--- config.mk ---
export PLATFORM = sky130hd
export DESIGN_NAME = bf2_sdf_stage
export DESIGN_NICKNAME = d
export VERILOG_FILES = /design/src/rtl/bf2_sdf_stage.sv
export SDC_FILE = /design/constraint.sdc
export NUM_CORES = 1
export LEC_CHECK = 0
export CAP_MARGIN = 20
export CORE_MARGIN = 5
export CORE_UTILIZATION = 57
export DETAILED_ROUTE_END_ITERATION = 16
export GPL_TIMING_DRIVEN = 0
export PLACE_DENSITY = 0.77
export SLEW_MARGIN = 20
export SYNTH_ARGS = -nofsm -noshare
export SYNTH_HDL_FRONTEND = slang
export SYNTH_SLANG_ARGS = --single-unit
export TNS_END_PERCENT = 30
--- constraint.sdc ---
create_clock -name clk -period 2.5 [get_ports clk]
set_input_delay 0.5 -clock clk [delete_from_list [all_inputs] [get_ports clk]]
set_output_delay 0.5 -clock clk [all_outputs]
set_load 0.05 [all_outputs]
--- src/rtl/bf2_sdf_stage.sv ---
// bf2_sdf_stage: radix-2^2 single-path delay feedback stage.
// BF2I (feedback depth 2*FB_DEPTH) -> registered -j rotator -> BF2II
// (feedback depth FB_DEPTH). Every half advances only on its own input valid.
// Optional feature macro BF2_ROUND_SCALE_EN: butterfly results are rounded
// half-up and halved; without it they wrap to DATA_WIDTH bits unscaled.
module bf2_sdf_stage #(
  parameter int DATA_WIDTH = 16,
  parameter int FB_DEPTH   = 4
) (
  input  logic                         clk,
  input  logic                         rst,
  input  logic                         flush,
  input  logic                         in_valid,
  input  logic                         in_sof,
  input  logic signed [DATA_WIDTH-1:0] in_re,
  input  logic signed [DATA_WIDTH-1:0] in_im,
  output logic                         out_valid,
  output logic                         out_sof,
  output logic signed [DATA_WIDTH-1:0] out_re,
  output logic signed [DATA_WIDTH-1:0] out_im
);

  localparam int L1  = 2 * FB_DEPTH;
  localparam int L2  = FB_DEPTH;
  localparam int CW  = $clog2(4 * FB_DEPTH);
  localparam int B1  = $clog2(L1);
  localparam int B2  = $clog2(L2);
  localparam int FW1 = B1 + 1;
  localparam int FW2 = B2 + 1;

  localparam logic [FW1-1:0] FULL1 = FW1'(L1);
  localparam logic [FW2-1:0] FULL2 = FW2'(L2);
  localparam logic [CW-1:0]  M_ROT = CW'(3 * FB_DEPTH);
  // BF2II output group index 0 is produced when its input index is D.
  localparam logic [CW-1:0]  M_SOF = CW'(FB_DEPTH);

  typedef logic signed [DATA_WIDTH-1:0] smp_t;
  typedef logic signed [DATA_WIDTH:0]   wide_t;

  function automatic wide_t ext(input smp_t a);
    return {a[DATA_WIDTH-1], a};
  endfunction

  // Reduce a DATA_WIDTH+1 butterfly result back to DATA_WIDTH.
  function automatic smp_t reduce(input wide_t s);
`ifdef BF2_ROUND_SCALE_EN
    // One extra guard bit so that adding the rounding constant cannot overflow.
    logic signed [DATA_WIDTH+1:0] t;
    t = $signed({s[DATA_WIDTH], s}) + $signed({{(DATA_WIDTH+1){1'b0}}, 1'b1});
    t = t >>> 1;
    return smp_t'(t);
`else
    return smp_t'(s);
`endif
  endfunction

  // Negation for the -j rotation wraps (only the most negative value is affected).
  function automatic smp_t neg(input smp_t a);
    return -a;
  endfunction

  // ---------------- BF2I ----------------
  logic [CW-1:0]  cnt1, cnt1_eff;
  logic [FW1-1:0] fill1;
  smp_t           dl1_re [L1];
  smp_t           dl1_im [L1];
  logic           acc1, c1;
  smp_t           o1_re, o1_im, st1_re, st1_im;
  logic           vld_p0;
  smp_t           re_p0, im_p0;

  // BF2I butterfly: pass-through/delay on the first half, sum/difference on the second.
  always_comb begin
    acc1     = in_valid & ~flush;
    cnt1_eff = in_sof ? '0 : cnt1;
    c1       = cnt1_eff[B1];
    o1_re    = dl1_re[L1-1];
    o1_im    = dl1_im[L1-1];
    st1_re   = in_re;
    st1_im   = in_im;
    if (c1) begin
      o1_re  = reduce(ext(dl1_re[L1-1]) + ext(in_re));
      o1_im  = reduce(ext(dl1_im[L1-1]) + ext(in_im));
      st1_re = reduce(ext(dl1_re[L1-1]) - ext(in_re));
      st1_im = reduce(ext(dl1_im[L1-1]) - ext(in_im));
    end
  end

  // Stage p0: BF2I counter, feedback line and output register.
  always_ff @(posedge clk or negedge rst) begin
    if (!rst) begin
      cnt1   <= '0;
      fill1  <= '0;
      vld_p0 <= 1'b0;
      re_p0  <= '0;
      im_p0  <= '0;
      for (int i = 0; i < L1; i++) begin
        dl1_re[i] <= '0;
        dl1_im[i] <= '0;
      end
    end else if (flush) begin
      cnt1   <= '0;
      fill1  <= '0;
      vld_p0 <= 1'b0;
      re_p0  <= '0;
      im_p0  <= '0;
      for (int i = 0; i < L1; i++) begin
        dl1_re[i] <= '0;
        dl1_im[i] <= '0;
      end
    end else begin
      vld_p0 <= acc1 && (fill1 == FULL1);
      if (acc1) begin
        cnt1 <= cnt1_eff + 1'b1;
        if (fill1 != FULL1) fill1 <= fill1 + 1'b1;
        dl1_re[0] <= st1_re;
        dl1_im[0] <= st1_im;
        for (int i = 1; i < L1; i++) begin
          dl1_re[i] <= dl1_re[i-1];
          dl1_im[i] <= dl1_im[i-1];
        end
        if (fill1 == FULL1) begin
          re_p0 <= o1_re;
          im_p0 <= o1_im;
        end
      end
    end
  end

  // ---------------- -j rotator ----------------
  logic [CW-1:0] cnt2, m_p1;
  logic          vld_p1;
  smp_t          re_p1, im_p1;

  // Stage p1: count BF2I outputs and rotate the last quarter of each group by -j.
  always_ff @(posedge clk or negedge rst) begin
    if (!rst) begin
      cnt2   <= '0;
      m_p1   <= '0;
      vld_p1 <= 1'b0;
      re_p1  <= '0;
      im_p1  <= '0;
    end else if (flush) begin
      cnt2   <= '0;
      m_p1   <= '0;
      vld_p1 <= 1'b0;
      re_p1  <= '0;
      im_p1  <= '0;
    end else begin
      vld_p1 <= vld_p0;
      if (vld_p0) begin
        cnt2 <= cnt2 + 1'b1;
        m_p1 <= cnt2;
        if (cnt2 >= M_ROT) begin
          re_p1 <= im_p0;
          im_p1 <= neg(re_p0);
        end else begin
          re_p1 <= re_p0;
          im_p1 <= im_p0;
        end
      end
    end
  end

  // ---------------- BF2II ----------------
  logic [FW2-1:0] fill2;
  smp_t           dl2_re [L2];
  smp_t           dl2_im [L2];
  logic           c2;
  smp_t           o2_re, o2_im, st2_re, st2_im;
  logic           vld_p2, sof_p2;
  smp_t           re_p2, im_p2;

  // BF2II butterfly, controlled by the group index carried with the rotated sample.
  always_comb begin
    c2     = m_p1[B2];
    o2_re  = dl2_re[L2-1];
    o2_im  = dl2_im[L2-1];
    st2_re = re_p1;
    st2_im = im_p1;
    if (c2) begin
      o2_re  = reduce(ext(dl2_re[L2-1]) + ext(re_p1));
      o2_im  = reduce(ext(dl2_im[L2-1]) + ext(im_p1));
      st2_re = reduce(ext(dl2_re[L2-1]) - ext(re_p1));
      st2_im = reduce(ext(dl2_im[L2-1]) - ext(im_p1));
    end
  end

  // Stage p2: BF2II feedback line and the registered stage outputs.
  always_ff @(posedge clk or negedge rst) begin
    if (!rst) begin
      fill2  <= '0;
      vld_p2 <= 1'b0;
      sof_p2 <= 1'b0;
      re_p2  <= '0;
      im_p2  <= '0;
      for (int i = 0; i < L2; i++) begin
        dl2_re[i] <= '0;
        dl2_im[i] <= '0;
      end
    end else if (flush) begin
      fill2  <= '0;
      vld_p2 <= 1'b0;
      sof_p2 <= 1'b0;
      re_p2  <= '0;
      im_p2  <= '0;
      for (int i = 0; i < L2; i++) begin
        dl2_re[i] <= '0;
        dl2_im[i] <= '0;
      end
    end else begin
      vld_p2 <= vld_p1 && (fill2 == FULL2);
      sof_p2 <= vld_p1 && (fill2 == FULL2) && (m_p1 == M_SOF);
      if (vld_p1) begin
        if (fill2 != FULL2) fill2 <= fill2 + 1'b1;
        dl2_re[0] <= st2_re;
        dl2_im[0] <= st2_im;
        for (int i = 1; i < L2; i++) begin
          dl2_re[i] <= dl2_re[i-1];
          dl2_im[i] <= dl2_im[i-1];
        end
        if (fill2 == FULL2) begin
          re_p2 <= o2_re;
          im_p2 <= o2_im;
        end
      end
    end
  end

  assign out_valid = vld_p2;
  assign out_sof   = sof_p2;
  assign out_re    = re_p2;
  assign out_im    = im_p2;

endmodule
==> results of run 1 <==
## kinds of logic after synthesis
kind of cell,Yosys count
AOI/OAI and AO/OA,484
muxes,344
buffers and inverters,308
DFF,503
adders and majority gates,135
xor gates and xnor gates,107
and+or+nand+nor,953
## metrics by stage
stage	TNS, ns	power (W)	instance area (sq um)
5_1_grt	-8.03	0.0176	32500
3_5_place_dp	-260.97	0.00946	28900
3_3_place_gp	-	0.00941	28800
4_1_cts	-4.35	0.0171	31800
2_1_floorplan	-1.17	0.00895	27300
6_report	-4.47	0.0170	32500
## worst max-delay path, stage by stage, from the launching register on
cell and delay, ns:
dfrtp_2 0.46, ha_4 0.27, nor2b_4 0.12, o31a_1 0.26, o31a_1 0.34, o311a_1 0.35, nor2_1 0.12, a211o_2 0.14
xnor2_1 0.06, or3_1 0.33, a311oi_2 0.27
## layout make-up
class	instances	area, sq um
fillers	3666	15000
clock inverters	10	113
diodes	1	2.50
inverters	118	458
flip-flops and latches	503	12600
plain buffers	170	713
repair buffers	154	1450
well taps	615	769
multi-input cells	2023	14800
clock buffers	84	1560
## path summary, 6_finish.rpt
kind / startpoint / to / slack (ns) / cells after the start
setup / recovery: dl1_re[1] / dl1_re[127] / -0.33 / 10
hold / removal: in_re[2] / dl1_re[114] / 0.31 / 3
setup reg to reg: dl1_re[1] / dl1_re[127] / -0.33 / 10
hold reg to reg: m_p1[0] / out_sof / 0.47 / 1
max in group asynchronous: rst / dl1_re[5] / 0.41 / 5
min in group asynchronous: rst / dl2_im[9] / 0.39 / 2
## registers in the layout (all words and copies together), names as in the netlist, 16 cells and up
| register | count |
|---|---|
| dl2_re | 64 |
| out_re | 16 |
| re_p0 | 16 |
| dl1_re | 128 |
| re_p1 | 16 |
| im_p0 | 16 |
| dl2_im | 64 |
| out_im | 16 |
| im_p1 | 16 |
| dl1_im | 128 |
## metal layers
metal,up-vias,global-route usage (%)
li1,10100,-
met1,11200,42.8
met2,989,49.3
met3,217,4.61
met4,0,13.4
met5,-,0
## timing repair
item / 4_1_cts / 5_1_grt
gates resized for setup: 214 / 138
hold buffers: 1 / 0
buffers inserted: 62 / 21
endpoints found under the hold margin: 48 / 0
pin swaps: 102 / 71
endpoints found under the setup margin: 138 / 85
## layout by cell type, fill, tap and decap left out, drive strengths merged, types with 8 or more instances in the layout
cell	netlist	routed
clkbuf	127	197
o41ai	9	9
or3	15	15
nand2b	32	32
fa	8	8
nor2	572	572
and3	9	9
nand2	137	137
clkdlybuf4s50	0	54
nor3	66	66
o21bai	13	13
nand3	44	44
a21oi	125	125
nor2b	31	31
o31ai	11	11
ha	127	127
nor4	12	12
a22o	26	26
nor3b	9	9
o21ai	118	118
xor2	29	29
dfrtp	503	503
a31oi	11	11
buf	63	143
a211oi	46	46
a311oi	34	34
o211ai	23	23
mux2i	342	342
o21a	13	13
inv	117	119
xnor2	78	78
## where the power goes
group | switching, W | internal, W
clock | 0.00320 | 0.00446
sequential | 0.0000640 | 0.00822
combinational | 0.000739 | 0.000354
==> results, run 1 <==
- The worst pin sits at a relative slew slack of 24.9%.
- The congestion estimate from routability-driven global placement came to 0.994.
- In the final routing, the length of wire on met1 measures 34.5 mm.
- The share of the synthesized area in the top cell type is 46.3%.
- Setup repair after global routing could not meet its margin everywhere.
- The post-route netlist has 13.8% of its cells at a drive strength greater than 1.
- The most common cell in the synthesized netlist is nor2_1.
- The total number of yosys warnings is 0.
- The minimum clock period is between 2 and 3 ns.
- The number of unique standard cell types used by synthesis is 68.
- The number of rows created at floorplan is 80.
- In this run the mean area of a mapped cell was 9.59 sq um.
- TritonCTS built the clock tree.
- The H-tree generated during clock tree synthesis spans 2 levels.
- The peak fanout along the critical path is 4.
- Hold timing on the final database bottoms out at a slack of ~0.31 ns.
- The setup clock skew after layout is 0.0116 ns.
- The static leakage is 14.7 nW.
- After detailed routing, the number of remaining DRC violations is 0.
- The worst setup path is launched from a flip-flop.
- After clock tree synthesis, the clock-pin slew on the worst setup and hold paths is approximately 0.060 ns.
- Summed over all nets, wire length on met2 after detailed routing comes to 38.1 mm.
- In the finished design, the share of the clock period the worst path needs comes to 113%.
- The multiplexer share of the synthesized area is about an eighth.
- The synthesized net count is 3006.
- The path class of the tightest hold or removal check is input port to flip-flop.
- Timing analysis after detailed placement gives a worst setup slack of -1.39 ns.
- Counting flops with a built-in enable in the synthesized netlist gives 0.
- The run finished, with violations left.
- The final critical-path setup slack is -0.332 ns.
- The number of cells in the design after placement is 3523.
- The floorplan step defined a die boundary enclosing ~52000 sq um.
- The number of pins exceeding their max-slew limit in the final report is 0.
- Across every metal layer, demand over resource in global routing totals 31.0%.
- After detailed routing, the met3 layer carries between 6 and 7 mm of wire.
- The largest total area in the synthesized netlist belongs to dfrtp_1.
- Max-cap violations in this run came to 0.
- Counting the buffers created by CTS gives 52.
- The worst-case clock buffer depth is 3.
- The final cell utilization of the core is between 60% and 70%.
- Summing the areas of all compound-gate instances in the mapped netlist gives between 10% and 20% of the synthesized area.
- The critical path arrival is 3.33 ns.
- At the pin with the least slew margin, the transition time is 1.13 ns.
- Port buffering added between 60 and 70 buffers.
- The share of async-settable or async-resettable flops after synthesis is 100%.
- The area of the core is 47400 sq um.
- The number of nets with antenna violations after detailed routing is 0.
- The number of standard cells after synthesis is 2834.
- The highest metal layer carrying signal wires in the routed design is met4.
- The setup path with the least slack is of type flip-flop to flip-flop.
- The number of cells in the finished layout apart from fillers is 3678.
- The number of optimization iterations in the first detailed-route pass is 5.
- The highest clock rate is between 300 and 400 MHz.
- Pin placement for this block handled 71 I/O pins.
- Counting flops and latches in the post-synthesis netlist gives 503.
- The final reports fail on negative setup slack.
- The wire length per cell is 22.4 um.
- The synthesis-to-layout area growth is 19.6%.
- The synthesized-area fraction occupied by xor and xnor cells is 3.45%.
- STA classifies the critical path endpoint as a flip-flop.
- The synthesized netlist occupies a cell area of 27200 sq um.
- The maximum number of pins on one net before global-route repair is 107.
- The routed design has around 80 mm of wire.
- The via density per instance is 6.14.
- The sink count of the clock tree is 503.
- The post-synthesis sequential area ratio is 46.3%.
- The initial utilization of the core area, before any placement, comes to 57.3%.
- The initial antenna violation count came to 1.
- The number of nets in the final layout is 3194.
- The overall die width is roughly 230 um.
- In the synthesized netlist, the cells that appear most often are nor2_1, dfrtp_1, mux2i_1, nand2_1.
- The count of endpoints failing hold in the final timing report was 0.
- After the first detailed-routing iteration, the DRC count stood at 2231.
- Setup violations remaining at the end of the flow were counted as 32.
- The number of global-route vias before repair is 22.4k.
- The synthesized-area fraction occupied by and/or/nand/nor cells is 15.1%.
- Across the VDD grid, the largest voltage drop is 0.489 mV.
- In this run the power density over the cells is ~520 nW/um^2.
- The clock latency on the worst-skew pair is 0.61 ns.
- The leading register cell type out of synthesis is dfrtp_1.
- Sorting the synthesized cells by area gives the leading types as dfrtp_1, mux2i_1, nor2_1.
- Summed over all nets, the half-perimeter wirelength after detailed placement is 59.0 mm.
- For the worst setup path, the data required time is approximately 3.0 ns.
- The final route contains 22.6k vias.
- The remaining global-route overflow is 0.
- The share of synthesized cell area in full adder, half adder and majority cells is 6.44%.
- The die span in y is 228 um.
- The first-pass GRT wire length is 129 mm.
- In this run the clock root is driven by a clkbuf_16.
- By area, the combinational part of the netlist is dominated by simple AND/OR/NAND/NOR gates.
Power figures use the tool's default switching activity.
==> run 2, diff against run 1 <==
CORE_UTILIZATION = 40   (was 57)
PLACE_DENSITY = unset   (was 0.77)
==> run 2 against run 1 <==
Effect of this change: the run still ends with negative setup slack left; global-route usage down 7.9 points; via count decreased by 2.4%; fmax up 0.53%; sequential share of layout area down 1.1 points; final cell count rose by 7.9%; wire length grew 5.2%; first-iteration DRC count shrank 26%; flip-flop and latch count did not move; combinational power barely moved; critical path depth is 2 higher; power up 5.0%; critical path type is now input port to flip-flop; highest routed layer is now met5.
==> results, run 2 (synthesis gave the netlist of run 1 again) <==
- Result of the run: complete, but fails checks (unchanged).
- Failing checks: negative setup slack (unchanged).
- The worst-case clock buffer depth is 3 (unchanged).
- The reported max-cap violation count is 0 (unchanged).
- The wire length per cell is 21.8 um (was 22.4 um).
- The die span in y is 271 um (was 228 um).
- Regs by FF count: dl1_im: 128 flops, dl1_re: 128 flops (unchanged).
- The number of global-route vias before repair was 22.1k (was 22.4k).
- The detailed placement HPWL came to 62.0 mm (was 59.0 mm).
- The number of nets with antenna violations after detailed routing is 0 (unchanged).
- The level count of the clock H-tree is 2 (unchanged).
- The critical path data required time is 3.01 ns (was 3.00 ns).
- The global placer's final weighted congestion is 0.956 (was 0.994).
- The area of the core came to 67300 sq um (was 47400 sq um).
- The initial antenna violation count is 1 (unchanged).
- The maximum number of pins on one net before global-route repair was 105 (was 107).
- The peak fanout along the critical path is 5 (was 4).
- The startpoint of the most critical hold path is in_re[2] (unchanged).
- The synthesis-to-layout area growth is 23.1% (was 19.6%).
- The total non-filler cell area in the finished layout is 33500 sq um (was 32500 sq um).
- The remaining global-route overflow is 0 (unchanged).
- The number of I/O pins came to 71 (unchanged).
- The post-route clock period utilization came to 113% (about the same).
- The max-slew headroom at the worst pin is 24.9% (about the same).
- The clock transition at the register clock pins on the worst setup and hold paths after CTS is 0.07 ns (was 0.06 ns).
- The startpoint of the worst setup timing path is in_re[1] (was dl1_re[1]).
- The fraction of layout instances using a drive strength above 1 is 16.1% (was 13.8%).
- The DRC violations left is 0 (unchanged).
- The element type at the critical path end is a flip-flop (unchanged).
- The highest clock rate was 355 MHz (was 353 MHz).
- The sink count of the clock tree is 503 (unchanged).
- The setup clock skew after layout is 0.0144 ns (was 0.0116 ns).
- The number of rows created at floorplan came to 95 (was 80).
- The number of pins exceeding their max-slew limit in the final report is 0 (unchanged).
- The number of nets in the final layout is 3223 (was 3194).
- The class of the most critical hold timing path is input port to flip-flop (unchanged).
- The minimum clock period is 2.82 ns (was 2.83 ns).
- The via density per instance is 5.55 (was 6.14).
- The count of endpoints failing hold in the final timing report came to 0 (unchanged).
- The post-placement worst setup slack is -1.52 ns (was -1.39 ns).
- The static leakage is 15.0 nW (was 14.7 nW).
- The clock buffer count from CTS is 54 (was 52).
- The starting DRC count in detailed routing is 1659 (was 2231).
- The most common library cell in the layout ignoring fill and taps is nor2_1 (unchanged).
- The number of endpoints failing setup at the final stage was 44 (was 32).
- The clock tree from TritonCTS is yes (unchanged).
- The critical path arrival came to 3.32 ns (was 3.33 ns).
- The count of buffers from port buffering is 69 (unchanged).
- The maximum vdd drop came to 0.549 mV (was 0.489 mV).
- The effective utilization at floorplan was 40.4% (was 57.3%).
- The final wirelength came to 86.6 mm (was 82.4 mm).
- RSZ-0062 raised after global routing: true (unchanged).
- The clock latency on the worst-skew pair came to 0.61 ns (about the same).
- The critical path launch point type is an input port (was flip-flop).
- The final cell utilization of the core is 49.7% (was 68.5%).
- The worst reg2reg path startpoint is dl1_im[4] (was dl1_re[1]).
- The number of optimization iterations in the first detailed-route pass is 7 (was 5).
- The power density over cell area is 535 nW/um^2 (was 525 nW/um^2).
- The vias after detailed routing was 22.0k (was 22.6k).
- The overall die width is 271 um (was 228 um).
- The root buffer cell is clkbuf_16 (unchanged).
- The critical path class is input port to flip-flop (was flip-flop to flip-flop).
- The first-pass GRT wire length is 134 mm (was 129 mm).
- The placed cell area is 29200 sq um (was 28900 sq um).
- The aggregate global-route resource usage is 23.1% (was 31.0%).
- The final critical-path setup slack is -0.317 ns (was -0.332 ns).
- Highest-count cells in the layout ignoring fill and taps: nor2_1, dfrtp_1, mux2i_1 (unchanged).
- The count of antenna diodes in the layout is 0 (was 1).
- The full die area is 73200 sq um (was 52100 sq um).
- The slew at the pin with the worst max-slew slack is 1.13 ns (about the same).
run 2: cell types whose count changed in the layout (fill, tap and decap cells not counted), sizes merged:
cell           delta
clkbuf           -11
dlygate4sd2       +1
clkinv            +7
clkdlybuf4s50     +2
bufinv            +5
buf              +31
dlymetal6s2s      -3
diode             -1
clkdlybuf4s15     +2
run 2: layout make-up:
type	instances	area [sq um]
buffer	168	691
inverter	118	463
sequential	503	12600
clock inverter	22	320
timing repair buffer	183	1700
clock buffer	79	1570
multi-input combinational	2023	15000
fill	6146	33800
tap	873	1090
run 2: stage by stage:
step | hold slack (ns) | std cells | setup TNS, ns | power (W)
2_1_floorplan | 0.204 | 2834 | -1.17 | 0.00895
3_3_place_gp | 0.461 | 3776 | - | 0.00945
3_5_place_dp | 0.340 | 3781 | -318.33 | 0.00948
4_1_cts | 0.295 | 3945 | -4.25 | 0.0180
5_1_grt | 0.248 | 3969 | -9.70 | 0.0185
6_report | 0.241 | 3969 | -4.31 | 0.0179
run 2: final timing paths:
| path | endpoint | slack [ns] | depth (start not counted) |
|---|---|---|---|
| worst max-delay path | dl1_re[127] | -0.32 | 12 |
| worst min-delay path | dl1_re[114] | 0.24 | 3 |
| worst max register to register | im_p0[15] | -0.31 | 8 |
| worst min register to register | out_im[13] | 0.47 | 1 |
| max in group asynchronous | dl1_re[2] | 0.48 | 5 |
| min in group asynchronous | dl2_im[8] | 0.31 | 2 |
run 2: per-layer routing:
metal | global-route usage [%] | part of all wire [%] | up-vias
li1 | - | - | 10200
met5 | 0 | 0.015 | -
met3 | 3.38 | 5.3 | 151
met2 | 36.7 | 46 | 613
met1 | 33.1 | 46 | 11100
met4 | 6.31 | 3.0 | 2
run 2: power breakdown:
group	switching [W]	internal, W
registers	0.0000620	0.00822
clock network	0.00342	0.00508
logic	0.000746	0.000358
run 2: worst max-delay path, stage by stage:
cell,delay [ns]
clkdlybuf4s15_1,0.54
inv_12,0.02
ha_4,0.26
nor2b_4,0.12
o31a_1,0.28
o31a_1,0.34
o311a_1,0.35
nor2_1,0.12
a211o_2,0.15
xnor2_1,0.07
or3_1,0.33
a311oi_2,0.24
run 2: what timing repair did:
item,4_1_cts,5_1_grt
hold buffers,1,0
endpoints found under the hold margin,13,0
setup endpoints to repair,261,84
setup buffers,78,33
gates resized for setup,246,144
pin swaps,102,103
==> run 3, diff against run 2 <==
CORE_MARGIN = unset   (was 5)
==> run 3 against run 2 <==
Effect of this change: non-clock buffer count decreased by 22; fmax increased by 0.27%; global-route usage increased by 1.2 points; the flow still finishes with violations (negative setup slack); critical endpoint unchanged; register-to-register slack about the same; critical path type unchanged; via count decreased by 1.0%; clock skew increased by 0.0070 ns; sequential share of layout area increased by 0.32 points; flip-flop and latch count unchanged.
==> results, run 3 (synthesis gave the netlist of run 1 again) <==
- The number of cells in the design after placement is 3781 (unchanged).
- The number of endpoints failing setup at the final stage is 40 (was 44).
- The sink count of the clock tree is 503 (unchanged).
- The remaining global-route overflow is 0 (unchanged).
- The clock latency on the worst-skew pair is 0.63 ns (was 0.61 ns).
- Result of the run: complete, but fails checks (unchanged).
- The peak fanout along the critical path is 7 (was 5).
- The count of antenna diodes in the layout is 0 (unchanged).
- The wire length per cell was 21.5 um (was 21.8 um).
- The via density per instance was 5.53 (was 5.55).
- The number of pins exceeding their max-slew limit in the final report is 0 (unchanged).
- The worst-path cell with the longest stage delay is clkdlybuf4s50_1 (was clkdlybuf4s15_1).
- The number of I/O pins is 71 (unchanged).
- The clock buffer count from CTS is 54 (unchanged).
- The maximum vdd drop is 0.524 mV (was 0.549 mV).
- The global placer's final weighted congestion is 0.969 (was 0.956).
- The cell depth of the worst setup path is 11 (was 12).
- RSZ-0062 raised after global routing: true (unchanged).
- The logic depth of the worst register-to-register path is 10 (was 8).
- The critical path class was input port to flip-flop (unchanged).
- Regs by FF count: dl1_im: 128 flops, dl1_re: 128 flops (unchanged).
- Highest-count cells in the layout ignoring fill and taps: nor2_1, dfrtp_1, mux2i_1 (unchanged).
- The number of optimization iterations in the first detailed-route pass is 6 (was 7).
- The post-route clock period utilization is 112% (was 113%).
- The starting DRC count in detailed routing is 1597 (was 1659).
- The die span in y is 263 um (was 271 um).
- The critical path data required time is 3.02 ns (was 3.01 ns).
- Failing checks: negative setup slack (unchanged).
- The count of endpoints failing hold in the final timing report is 0 (unchanged).
- The first-pass GRT wire length was 130 mm (was 134 mm).
- The static leakage is 14.9 nW (was 15.0 nW).
- The effective utilization at floorplan came to 40.5% (was 40.4%).
- The number of nets in the final layout is 3201 (was 3223).
- The setup slack of the most critical reg-to-reg path is -0.30 ns (was -0.31 ns).
- The critical path launch point type is an input port (unchanged).
- The worst stage delay on the critical path is 0.58 ns (was 0.54 ns).
- List of cells traversed by the critical path: clkdlybuf4s50_1, inv_1, ha_1, o21ai_0, a21oi_1, o311a_1, nor2_2, a211o_2, xnor2_1, or3_1, a311oi_2 (was clkdlybuf4s15_1, inv_12, ha_4, nor2b_4, o31a_1, o31a_1, o311a_1, nor2_1, a211o_2, xnor2_1, or3_1, a311oi_2).
- The full die area came to 69000 sq um (was 73200 sq um).
- The final critical-path setup slack is -0.309 ns (was -0.317 ns).
- The level count of the clock H-tree was 2 (unchanged).
- The class of the most critical hold timing path is input port to flip-flop (unchanged).
- The vias after detailed routing was 21.8k (was 22.0k).
- The minimum clock period was 2.81 ns (was 2.82 ns).
- The DRC violations left is 0 (unchanged).
- The root buffer cell is clkbuf_16 (unchanged).
- The setup clock skew after layout is 0.0213 ns (was 0.0144 ns).
- The overall die width is 263 um (was 271 um).
- The slew at the pin with the worst max-slew slack came to 1.04 ns (was 1.13 ns).
- The initial antenna violation count is 1 (unchanged).
- The final cell utilization of the core is 49.4% (was 49.7%).
- The number of instances on the worst hold path was 3 (unchanged).
- The number of cells in the finished layout apart from fillers was 3943 (was 3969).
- The number of buffers and inverters on the critical path came to 2 (unchanged).
- The cell family with the largest share of critical-path delay is compound AO/OA/AOI/OAI gates (unchanged).
- The most common library cell in the layout ignoring fill and taps is nor2_1 (unchanged).
- The fraction of layout instances using a drive strength above 1 came to 15.0% (was 16.1%).
- The number of global-route vias before repair is 21.7k (was 22.1k).
- The maximum number of pins on one net before global-route repair is 104 (was 105).
- The reported max-cap violation count came to 0 (unchanged).
- The highest clock rate is 356 MHz (was 355 MHz).
- The detailed placement HPWL is 61.5 mm (was 62.0 mm).
- The worst-case clock buffer depth is 3 (unchanged).
- The area of the core is 67200 sq um (was 67300 sq um).
- The critical path arrival came to 3.33 ns (was 3.32 ns).
- The worst hold margin is 0.274 ns (was 0.241 ns).
- The aggregate global-route resource usage was 24.2% (was 23.1%).
- The count of buffers from port buffering is 69 (unchanged).
- The clock tree from TritonCTS is yes (unchanged).
- The max-slew headroom at the worst pin was 30.4% (was 24.9%).
- The number of rows created at floorplan is 95 (unchanged).
- The layout filler cell count is 6182 (was 6146).
- The clock transition at the register clock pins on the worst setup and hold paths after CTS came to 0.07 ns (about the same).
- The final wirelength is 84.7 mm (was 86.6 mm).
- The synthesis-to-layout area growth is 22.1% (was 23.1%).
- The power density over cell area came to 539 nW/um^2 (was 535 nW/um^2).
- The element type at the critical path end was a flip-flop (unchanged).
- The number of nets with antenna violations after detailed routing is 0 (unchanged).
run 3: layer usage:
layer / vias up / global-route usage [%] / wire, um
met5: - / 0 / 12
li1: 10100 / - / -
met3: 148 / 3.66 / 5040
met2: 657 / 38.3 / 38300
met4: 2 / 7.12 / 2660
met1: 10900 / 34.3 / 38700
run 3: final timing paths:
path	start	endpoint
worst max-delay path	in_re[10]	dl1_re[127]
worst min-delay path	in_re[2]	dl1_re[114]
worst max register to register	dl1_re[1]	dl1_re[127]
worst min register to register	out_re[11]	out_re[11]
max in group asynchronous	rst	dl1_re[1]
min in group asynchronous	rst	dl2_im[8]
run 3: stage by stage:
step,TNS [ns],power [W],setup slack (ns),area [sq um]
3_3_place_gp,-,0.00944,-20.60,29100
5_1_grt,-8.96,0.0185,-0.387,33200
6_report,-4.00,0.0179,-0.309,33200
2_1_floorplan,-1.17,0.00895,-0.156,27300
3_5_place_dp,-318.22,0.00948,-1.45,29200
4_1_cts,-3.75,0.0180,-0.288,32500
run 3: worst reg2reg max path, cell delays in order (launching register included):
cell	delay, ns
dfrtp_2	0.47
ha_4	0.27
nor2b_4	0.12
o31a_1	0.26
o31a_1	0.34
o311a_1	0.36
nor2_2	0.11
a211o_2	0.13
xnor2_1	0.06
or3_1	0.33
a311oi_2	0.25
run 3: area by class of cell:
| class | instances | area, sq um | area share [%] |
|---|---|---|---|
| Buffer | 171 | 722 | 2.18 |
| Clock buffer | 77 | 1610 | 4.85 |
| Clock inverter | 20 | 290 | 0.875 |
| Inverter | 118 | 463 | 1.40 |
| Multi-Input combinational cell | 2023 | 14900 | 44.8 |
| Sequential cell | 503 | 12600 | 38.1 |
| Tap cell | 873 | 1090 | 3.29 |
| Timing Repair Buffer | 158 | 1510 | 4.54 |
run 3: report_power, final:
part           switching (W)  internal [W]
Clock                0.00341       0.00509
Sequential         0.0000617       0.00822
Combinational       0.000745      0.000356
run 3: what timing repair did:
action                                 in CTS  in global routing
hold buffers                                1                  0
setup endpoints to repair                 278                 92
endpoints found under the hold margin      44                  0
resized for setup                         242                119
pin swaps                                 109                 97
buffers inserted                           62                 22
